### src/rtl/rv_trace_buffer.sv
// rtl/rv_trace_buffer.sv - retirement trace recorder with PC trigger and freeze-then-drain readout
module rv_trace_buffer #(
  parameter int IADDR_SPACE_BITS = 32,
  parameter int PIPE_STAGES      = 3,
  parameter int DEPTH            = 16,
  parameter int CNT_BITS         = $clog2(DEPTH) + 1
) (
  input  logic                        i_clk,
  input  logic                        i_reset_n,
  input  logic [IADDR_SPACE_BITS-1:0] i_pc,
  input  logic [31:0]                 i_instr,
  input  logic                        i_reg_write,
  input  logic                        i_mem_write,
  input  logic                        i_mem_read,
  input  logic [PIPE_STAGES-1:0]      i_flush,
  input  logic [31:0]                 i_mem_addr,
  input  logic [31:0]                 i_mem_data,
  input  logic [31:0]                 i_reg_data,
  input  logic                        i_arm,
  input  logic                        i_stop,
  input  logic                        i_trig_en,
  input  logic [IADDR_SPACE_BITS-1:0] i_trig_pc,
  input  logic [CNT_BITS-1:0]         i_post_count,
  input  logic                        i_pop,
  output logic [1:0]                  o_state,
  output logic [CNT_BITS-1:0]         o_count,
  output logic                        o_empty,
  output logic                        o_wrapped,
  output logic                        o_triggered,
  output logic [IADDR_SPACE_BITS-1:0] o_rd_pc,
  output logic [31:0]                 o_rd_instr,
  output logic [31:0]                 o_rd_data,
  output logic [31:0]                 o_rd_addr,
  output logic [31:0]                 o_rd_mdata,
  output logic [2:0]                  o_rd_flags
);

  localparam int PTR_BITS = $clog2(DEPTH);
  localparam int LAST     = PIPE_STAGES - 1;

  typedef enum logic [1:0] {
    ST_IDLE   = 2'd0,
    ST_RECORD = 2'd1,
    ST_POST   = 2'd2,
    ST_DONE   = 2'd3
  } state_e;

  // Pipeline shadow of the core: one slot per stage, flags packed {reg_write, mem_write, mem_read}
  logic [IADDR_SPACE_BITS-1:0] pipe_pc_q    [PIPE_STAGES];
  logic [IADDR_SPACE_BITS-1:0] pipe_pc_d    [PIPE_STAGES];
  logic [31:0]                 pipe_instr_q [PIPE_STAGES];
  logic [31:0]                 pipe_instr_d [PIPE_STAGES];
  logic [2:0]                  pipe_flags_q [PIPE_STAGES];
  logic [2:0]                  pipe_flags_d [PIPE_STAGES];
  logic [31:0]                 last_addr_q, last_addr_d;
  logic [31:0]                 last_mdata_q, last_mdata_d;

  // Control state
  state_e                      state_q, state_d;
  logic [PTR_BITS-1:0]         wptr_q, wptr_d;
  logic [PTR_BITS-1:0]         rptr_q, rptr_d;
  logic [CNT_BITS-1:0]         count_q, count_d;
  logic [CNT_BITS-1:0]         post_q, post_d;
  logic                        wrapped_q, wrapped_d;
  logic                        triggered_q, triggered_d;

  // Trace storage (contents need no reset; validity is tracked by count/pointers)
  logic [IADDR_SPACE_BITS-1:0] mem_pc_q    [DEPTH];
  logic [31:0]                 mem_instr_q [DEPTH];
  logic [31:0]                 mem_data_q  [DEPTH];
  logic [31:0]                 mem_addr_q  [DEPTH];
  logic [31:0]                 mem_mdata_q [DEPTH];
  logic [2:0]                  mem_flags_q [DEPTH];

  logic                        mem_we;
  logic                        retire;
  logic                        trig_hit;
  logic [31:0]                 wr_data;

  // Stage advance: each stage takes its predecessor unless its flush bit forces a bubble
  always_comb begin
    pipe_pc_d[0]    = i_flush[0] ? '0 : i_pc;
    pipe_instr_d[0] = i_flush[0] ? '0 : i_instr;
    pipe_flags_d[0] = i_flush[0] ? '0 : {i_reg_write, i_mem_write, i_mem_read};
    for (int k = 1; k < PIPE_STAGES; k++) begin
      pipe_pc_d[k]    = i_flush[k] ? '0 : pipe_pc_q[k-1];
      pipe_instr_d[k] = i_flush[k] ? '0 : pipe_instr_q[k-1];
      pipe_flags_d[k] = i_flush[k] ? '0 : pipe_flags_q[k-1];
    end
    last_addr_d  = i_flush[LAST] ? '0 : i_mem_addr;
    last_mdata_d = i_flush[LAST] ? '0 : i_mem_data;
  end

  // Pipeline registers; reset empties every stage to a bubble
  always_ff @(posedge i_clk or negedge i_reset_n) begin
    if (!i_reset_n) begin
      for (int k = 0; k < PIPE_STAGES; k++) begin
        pipe_pc_q[k]    <= '0;
        pipe_instr_q[k] <= '0;
        pipe_flags_q[k] <= '0;
      end
      last_addr_q  <= '0;
      last_mdata_q <= '0;
    end else begin
      for (int k = 0; k < PIPE_STAGES; k++) begin
        pipe_pc_q[k]    <= pipe_pc_d[k];
        pipe_instr_q[k] <= pipe_instr_d[k];
        pipe_flags_q[k] <= pipe_flags_d[k];
      end
      last_addr_q  <= last_addr_d;
      last_mdata_q <= last_mdata_d;
    end
  end

  assign retire   = (pipe_instr_q[LAST] != '0);
  assign trig_hit = i_trig_en && retire && (pipe_pc_q[LAST] == i_trig_pc);
  assign wr_data  = pipe_flags_q[LAST][2] ? i_reg_data : '0;

  // Recorder FSM: arm beats stop, stop beats trigger/post countdown, recording happens underneath
  always_comb begin
    state_d     = state_q;
    wptr_d      = wptr_q;
    rptr_d      = rptr_q;
    count_d     = count_q;
    post_d      = post_q;
    wrapped_d   = wrapped_q;
    triggered_d = triggered_q;
    mem_we      = 1'b0;
    if (i_arm) begin
      state_d     = ST_RECORD;
      wptr_d      = '0;
      rptr_d      = '0;
      count_d     = '0;
      post_d      = '0;
      wrapped_d   = 1'b0;
      triggered_d = 1'b0;
    end else begin
      case (state_q)
        ST_RECORD, ST_POST: begin
          if (retire) begin
            mem_we = 1'b1;
            wptr_d = wptr_q + PTR_BITS'(1);
            if (count_q != CNT_BITS'(DEPTH)) begin
              count_d = count_q + CNT_BITS'(1);
            end else begin
              // Full: the oldest entry is overwritten, so the read side slides forward
              rptr_d    = rptr_q + PTR_BITS'(1);
              wrapped_d = 1'b1;
            end
          end
          if (i_stop) begin
            state_d = ST_DONE;
          end else if (state_q == ST_RECORD && trig_hit) begin
            triggered_d = 1'b1;
            post_d      = i_post_count;
            state_d     = (i_post_count == '0) ? ST_DONE : ST_POST;
          end else if (state_q == ST_POST && retire) begin
            post_d = post_q - CNT_BITS'(1);
            if (post_q == CNT_BITS'(1)) begin
              state_d = ST_DONE;
            end
          end
        end
        ST_DONE: begin
          if (i_pop && count_q != '0) begin
            rptr_d  = rptr_q + PTR_BITS'(1);
            count_d = count_q - CNT_BITS'(1);
          end
        end
        default: begin
        end
      endcase
    end
  end

  // Control registers
  always_ff @(posedge i_clk or negedge i_reset_n) begin
    if (!i_reset_n) begin
      state_q     <= ST_IDLE;
      wptr_q      <= '0;
      rptr_q      <= '0;
      count_q     <= '0;
      post_q      <= '0;
      wrapped_q   <= 1'b0;
      triggered_q <= 1'b0;
    end else begin
      state_q     <= state_d;
      wptr_q      <= wptr_d;
      rptr_q      <= rptr_d;
      count_q     <= count_d;
      post_q      <= post_d;
      wrapped_q   <= wrapped_d;
      triggered_q <= triggered_d;
    end
  end

  // Trace storage write of the retiring record
  always_ff @(posedge i_clk) begin
    if (mem_we) begin
      mem_pc_q[wptr_q]    <= pipe_pc_q[LAST];
      mem_instr_q[wptr_q] <= pipe_instr_q[LAST];
      mem_data_q[wptr_q]  <= wr_data;
      mem_addr_q[wptr_q]  <= last_addr_q;
      mem_mdata_q[wptr_q] <= last_mdata_q;
      mem_flags_q[wptr_q] <= pipe_flags_q[LAST];
    end
  end

  assign o_state     = state_q;
  assign o_count     = count_q;
  assign o_empty     = (count_q == '0);
  assign o_wrapped   = wrapped_q;
  assign o_triggered = triggered_q;

  // Oldest-entry readout, forced to zero when nothing valid is held
  always_comb begin
    o_rd_pc    = '0;
    o_rd_instr = '0;
    o_rd_data  = '0;
    o_rd_addr  = '0;
    o_rd_mdata = '0;
    o_rd_flags = '0;
    if (count_q != '0) begin
      o_rd_pc    = mem_pc_q[rptr_q];
      o_rd_instr = mem_instr_q[rptr_q];
      o_rd_data  = mem_data_q[rptr_q];
      o_rd_addr  = mem_addr_q[rptr_q];
      o_rd_mdata = mem_mdata_q[rptr_q];
      o_rd_flags = mem_flags_q[rptr_q];
    end
  end

endmodule

### config.mk
export PLATFORM = sky130hd
export DESIGN_NAME = rv_trace_buffer
export DESIGN_NICKNAME = d
export VERILOG_FILES = /design/src/rtl/rv_trace_buffer.sv
export SDC_FILE = /design/constraint.sdc
export NUM_CORES = 2
export LEC_CHECK = 0
export CELL_PAD_IN_SITES_DETAIL_PLACEMENT = 1
export CELL_PAD_IN_SITES_GLOBAL_PLACEMENT = 1
export CORE_MARGIN = 1.5
export CORE_UTILIZATION = 40
export CTS_BUF_LIST = sky130_fd_sc_hd__clkbuf_2
export CTS_CLUSTER_DIAMETER = 120
export CTS_CLUSTER_SIZE = 10
export DETAILED_ROUTE_END_ITERATION = 12
export GPL_ROUTABILITY_DRIVEN = 0
export GPL_TIMING_DRIVEN = 0
export PLACE_DENSITY_LB_ADDON = 0.1
export RECOVER_POWER = 100
export SETUP_SLACK_MARGIN = 0.02
export SYNTH_ARGS = -nofsm -noshare
export SYNTH_HDL_FRONTEND = slang
export SYNTH_SLANG_ARGS = --single-unit
### constraint.sdc
create_clock -name i_clk -period 5.7 [get_ports i_clk]
set_clock_uncertainty 0.2 [all_clocks]
set_input_delay 0.855 -clock i_clk [delete_from_list [all_inputs] [get_ports i_clk]]
set_output_delay 0.855 -clock i_clk [all_outputs]
set_load 0.02 [all_outputs]
==> results.json <==
{
  "status": "complete, but fails checks",
  "violations": "capacitance limit, slew limit",
  "fp-row-count": 191,
  "synth_edf_count": 2608,
  "final_hold_viol_count": 0,
  "clock-sinks": 2895,
  "yosys.area.top_type": "edfxtp_1",
  "fp.dieH_microns": 525.4,
  "viasPerCell": 5.532,
  "drt-initial-drc-count": 4906,
  "slowest_stage": "mux4_2",
  "overflow": 0,
  "setup_viol": 0,
  "worstPathMaxFanout": 8,
  "cpLargestDelayFamily": "multiplexers",
  "start_util_pct": 40.28,
  "vias": 53570,
  "min_period_ps": 5579,
  "yosys_warnings": 0,
  "hold_class": "register to register",
  "wirelength_microns": 319900,
  "areaGrowthSynthToFinish_pct": 17.54,
  "ys.flop_type": "edfxtp_1",
  "synth_top_area_share_pct": 71.74,
  "core-area_sq_mm": 0.2710,
  "maxSlewViolCount": 72,
  "drv_cap": 4,
  "synthTopCellsByArea": "edfxtp_1, mux4_2, dfrtp_1, nor2b_1, clkbuf_1",
  "final_antenna_net_count": 0,
  "critPathBufInv": 6,
  "path_cells": "clkbuf_16 -> buf_16 -> buf_16 -> buf_16 -> buf_4 -> mux4_2 -> mux4_2 -> nor2b_2 -> buf_6",
  "pre_cts_slack_ps": 109.5,
  "first_pass_iters": 5,
  "cts_buffers": 340,
  "seq_area_frac_synth_pct": 78.32,
  "crit_top_cell": "buf_16",
  "clockBufferDepth": 4,
  "cp.depth": 9,
  "grt_pass1_wl_microns": 445000,
  "worstHoldStart": "pipe_pc_q[73]",
  "synthCells": 4614,
  "crit_path_max_incr_delay_ps": 540,
  "ir_worst_vdd_uv": 365.3,
  "rsz0062_at_grt": "true",
  "n_fill_cell": 24490,
  "cp-endpoint": "o_rd_mdata[28]",
  "setup_tns_ps": 0,
  "leakagePower_uw": 0.04233,
  "cts_tree": "done",
  "worstSetupPathType": "register to output pin",
  "cts-root-buf": "clkbuf_2",
  "utilization_pct": 47.35,
  "fin_hold_ws_ps": 187.6,
  "powerDensity_mw_per_mm2": 323.2,
  "htree_levels": 5,
  "clock.fmax_mhz": 179.2,
  "synth_nets": 4837,
  "antenna_found_initial": 23,
  "dpl.cell_count": 8636,
  "grt_pass1_vias": 57390,
  "tightest_slew_ps": 3481,
  "dpl.hpwl_microns": 186200,
  "synth_cell_types": 43,
  "cp-start-kind": "register",
  "wire_per_inst_microns": 33.03,
  "final.setup.worst_slack_ps": 120.9,
  "min_period_over_period_pct": 97.88,
  "drive_above_1_share_pct": 33.04,
  "clk_pin_slew_worst_paths_ps": 200,
  "clkLatencyLatePin_ps": 1850,
  "timing.slew.headroom_pct": -132.1,
  "worstSetupEndpointType": "output pin",
  "grt_max_degree": 93,
  "synth_area_sq_mm": 0.1092,
  "synth-async-reset-ratio_pct": 9.914,
  "drc_errors": 0,
  "num-nets-final": 6098,
  "postSynthAreaPerCell_sq_um": 23.66,
  "grt_usage_pct": 23.12,
  "worstReg2RegStart": "pipe_instr_q[6]",
  "io_pins": 382,
  "numPortBuffers": 377,
  "critPathArrivalTime_ps": 4520,
  "die_area_sq_mm": 0.2760,
  "synth_seq_cells": 2895,
  "crit_start": "rptr_q[0]",
  "cp.required_ps": 4640,
  "r2r_slack_ps": 210,
  "die_x_microns": 525.4,
  "timing.rr.end": "mem_addr_q[15][15]",
  "reg2reg_depth": 9,
  "instances_no_fill": 9683
}
==> cells in the mapped netlist (2+ instances only) <==
library cell and number:
and3_1 2, nor3_1 2, o21ai_1 2, nor4b_1 2, nor2b_1 428, xnor2_1 9, a21o_1 6, nor4_1 18
or4_1 4, buf_1 19, xor2_1 31, nand2_1 8, ha_1 13, nand4_1 4, edfxtp_1 2608, inv_1 17
and2_1 49, mux4_2 815, buf_2 66, clkbuf_1 144, dfrtp_1 287, mux2i_1 3, a31oi_1 6, a21oi_1 12
o31ai_1 2, nor2_1 18, buf_6 7, or3_1 4, a211oi_1 2, nand3_1 8, o21ai_0 6
==> layout make-up <==
type,instances,area [sq um],share of cell area (%)
Antenna cell,18,45.04,0.03510
Buffer,230,2459,1.916
Clock buffer,554,2773,2.161
Clock inverter,8,118.9,0.09264
Inverter,17,63.81,0.04973
Multi-Input combinational cell,1466,23090,17.99
Sequential cell,2895,85500,66.63
Tap cell,3570,4467,3.481
Timing Repair Buffer,925,9801,7.638
==> repair_timing <==
item                                    in CTS  in global routing
hold endpoints to repair                  2011                  0
cloned                                      14                 13
hold buffers                               354                  0
gates resized for setup                   1086                372
setup buffers                               26                 68
endpoints found under the setup margin     164                155
==> cell usage in the layout (no fill, tap or decap), drive strengths merged, types with 6 or more instances in the layout <==
master and instances:
xnor2 9, nor2b 428, inv 21, edfxtp 2608
dfrtp 287, a31oi 6, clkbuf 742, a21oi 12
dlygate4sd3 372, buf 392, ha 13, nor2 18
nor4 19, o21ai 8, mux4 815, a21o 6
nand3 8, xor2 31, clkdlybuf4s15 6, and2 50
diode 18, nand2 8, clkdlybuf4s50 194
==> stage by stage <==
stage / cell area [sq um] / total power [uW]
floorplan: 109200 / 27890
detailed placement: 119500 / 31260
CTS: 127900 / 41390
global placement: 117400 / 31180
global route: 128300 / 43070
finish: 128300 / 41470
==> worst reg2reg max path, delay by kind of cell, from the launching register on <==
family	cells	cell delay, ps
buffers and inverters	3	1050
DFF	1	650
and+or+nand+nor	6	3170
==> cell families (layout without fill, tap and decap cells) <==
kind of cell / after synthesis / count (layout) / synth area share [%]
flops: 2895 / 2895 / 78.32
mux: 818 / 818 / 16.84
simple gates: 553 / 553 / 3.120
buf+inv: 253 / 1734 / 0.9938
compound gates: 41 / 41 / 0.2338
xor+xnor: 40 / 40 / 0.3209
fa+ha+maj: 14 / 14 / 0.1673
other cells: 0 / 18 / 0
==> where the power goes <==
group          switching, uW  internal [uW]
combinational           4320           3840
clock                   6950           2610
sequential               273          23500
total                  11500          29900
==> how the worst min path moves through the flow <==
stage	end	cells after the start
after global placement	pipe_flags_q[0]	1
after global routing	last_addr_q[31]	3
after floorplan	pipe_flags_q[0]	1
after CTS	mem_data_q[0][20]	3
final	pipe_pc_q[41]	1
after detailed placement	pipe_pc_q[56]	1
==> sequential cells by signal (all words and copies together) (netlist names), 4 cells and up <==
| register | cells |
|---|---|
| mem_mdata_q | 512 |
| pipe_flags_q | 9 |
| wptr_q | 4 |
| o_count | 5 |
| last_addr_q | 32 |
| mem_data_q | 512 |
| mem_addr_q | 512 |
| mem_pc_q | 512 |
| mem_instr_q | 512 |
| last_mdata_q | 32 |
| pipe_pc_q | 96 |
| rptr_q | 4 |
| pipe_instr_q | 96 |
| post_q | 5 |
| mem_flags_q | 48 |
==> routing by layer <==
metal | track usage, % | wire length (microns) | vias up
li1 | - | - | 21790
met1 | 32.34 | 137700 | 29740
met2 | 37.73 | 156900 | 1633
met3 | 3.841 | 17370 | 404
met4 | 6.076 | 7872 | 4
met5 | 0 | 32 | -
(Power assumes the default switching activity.)
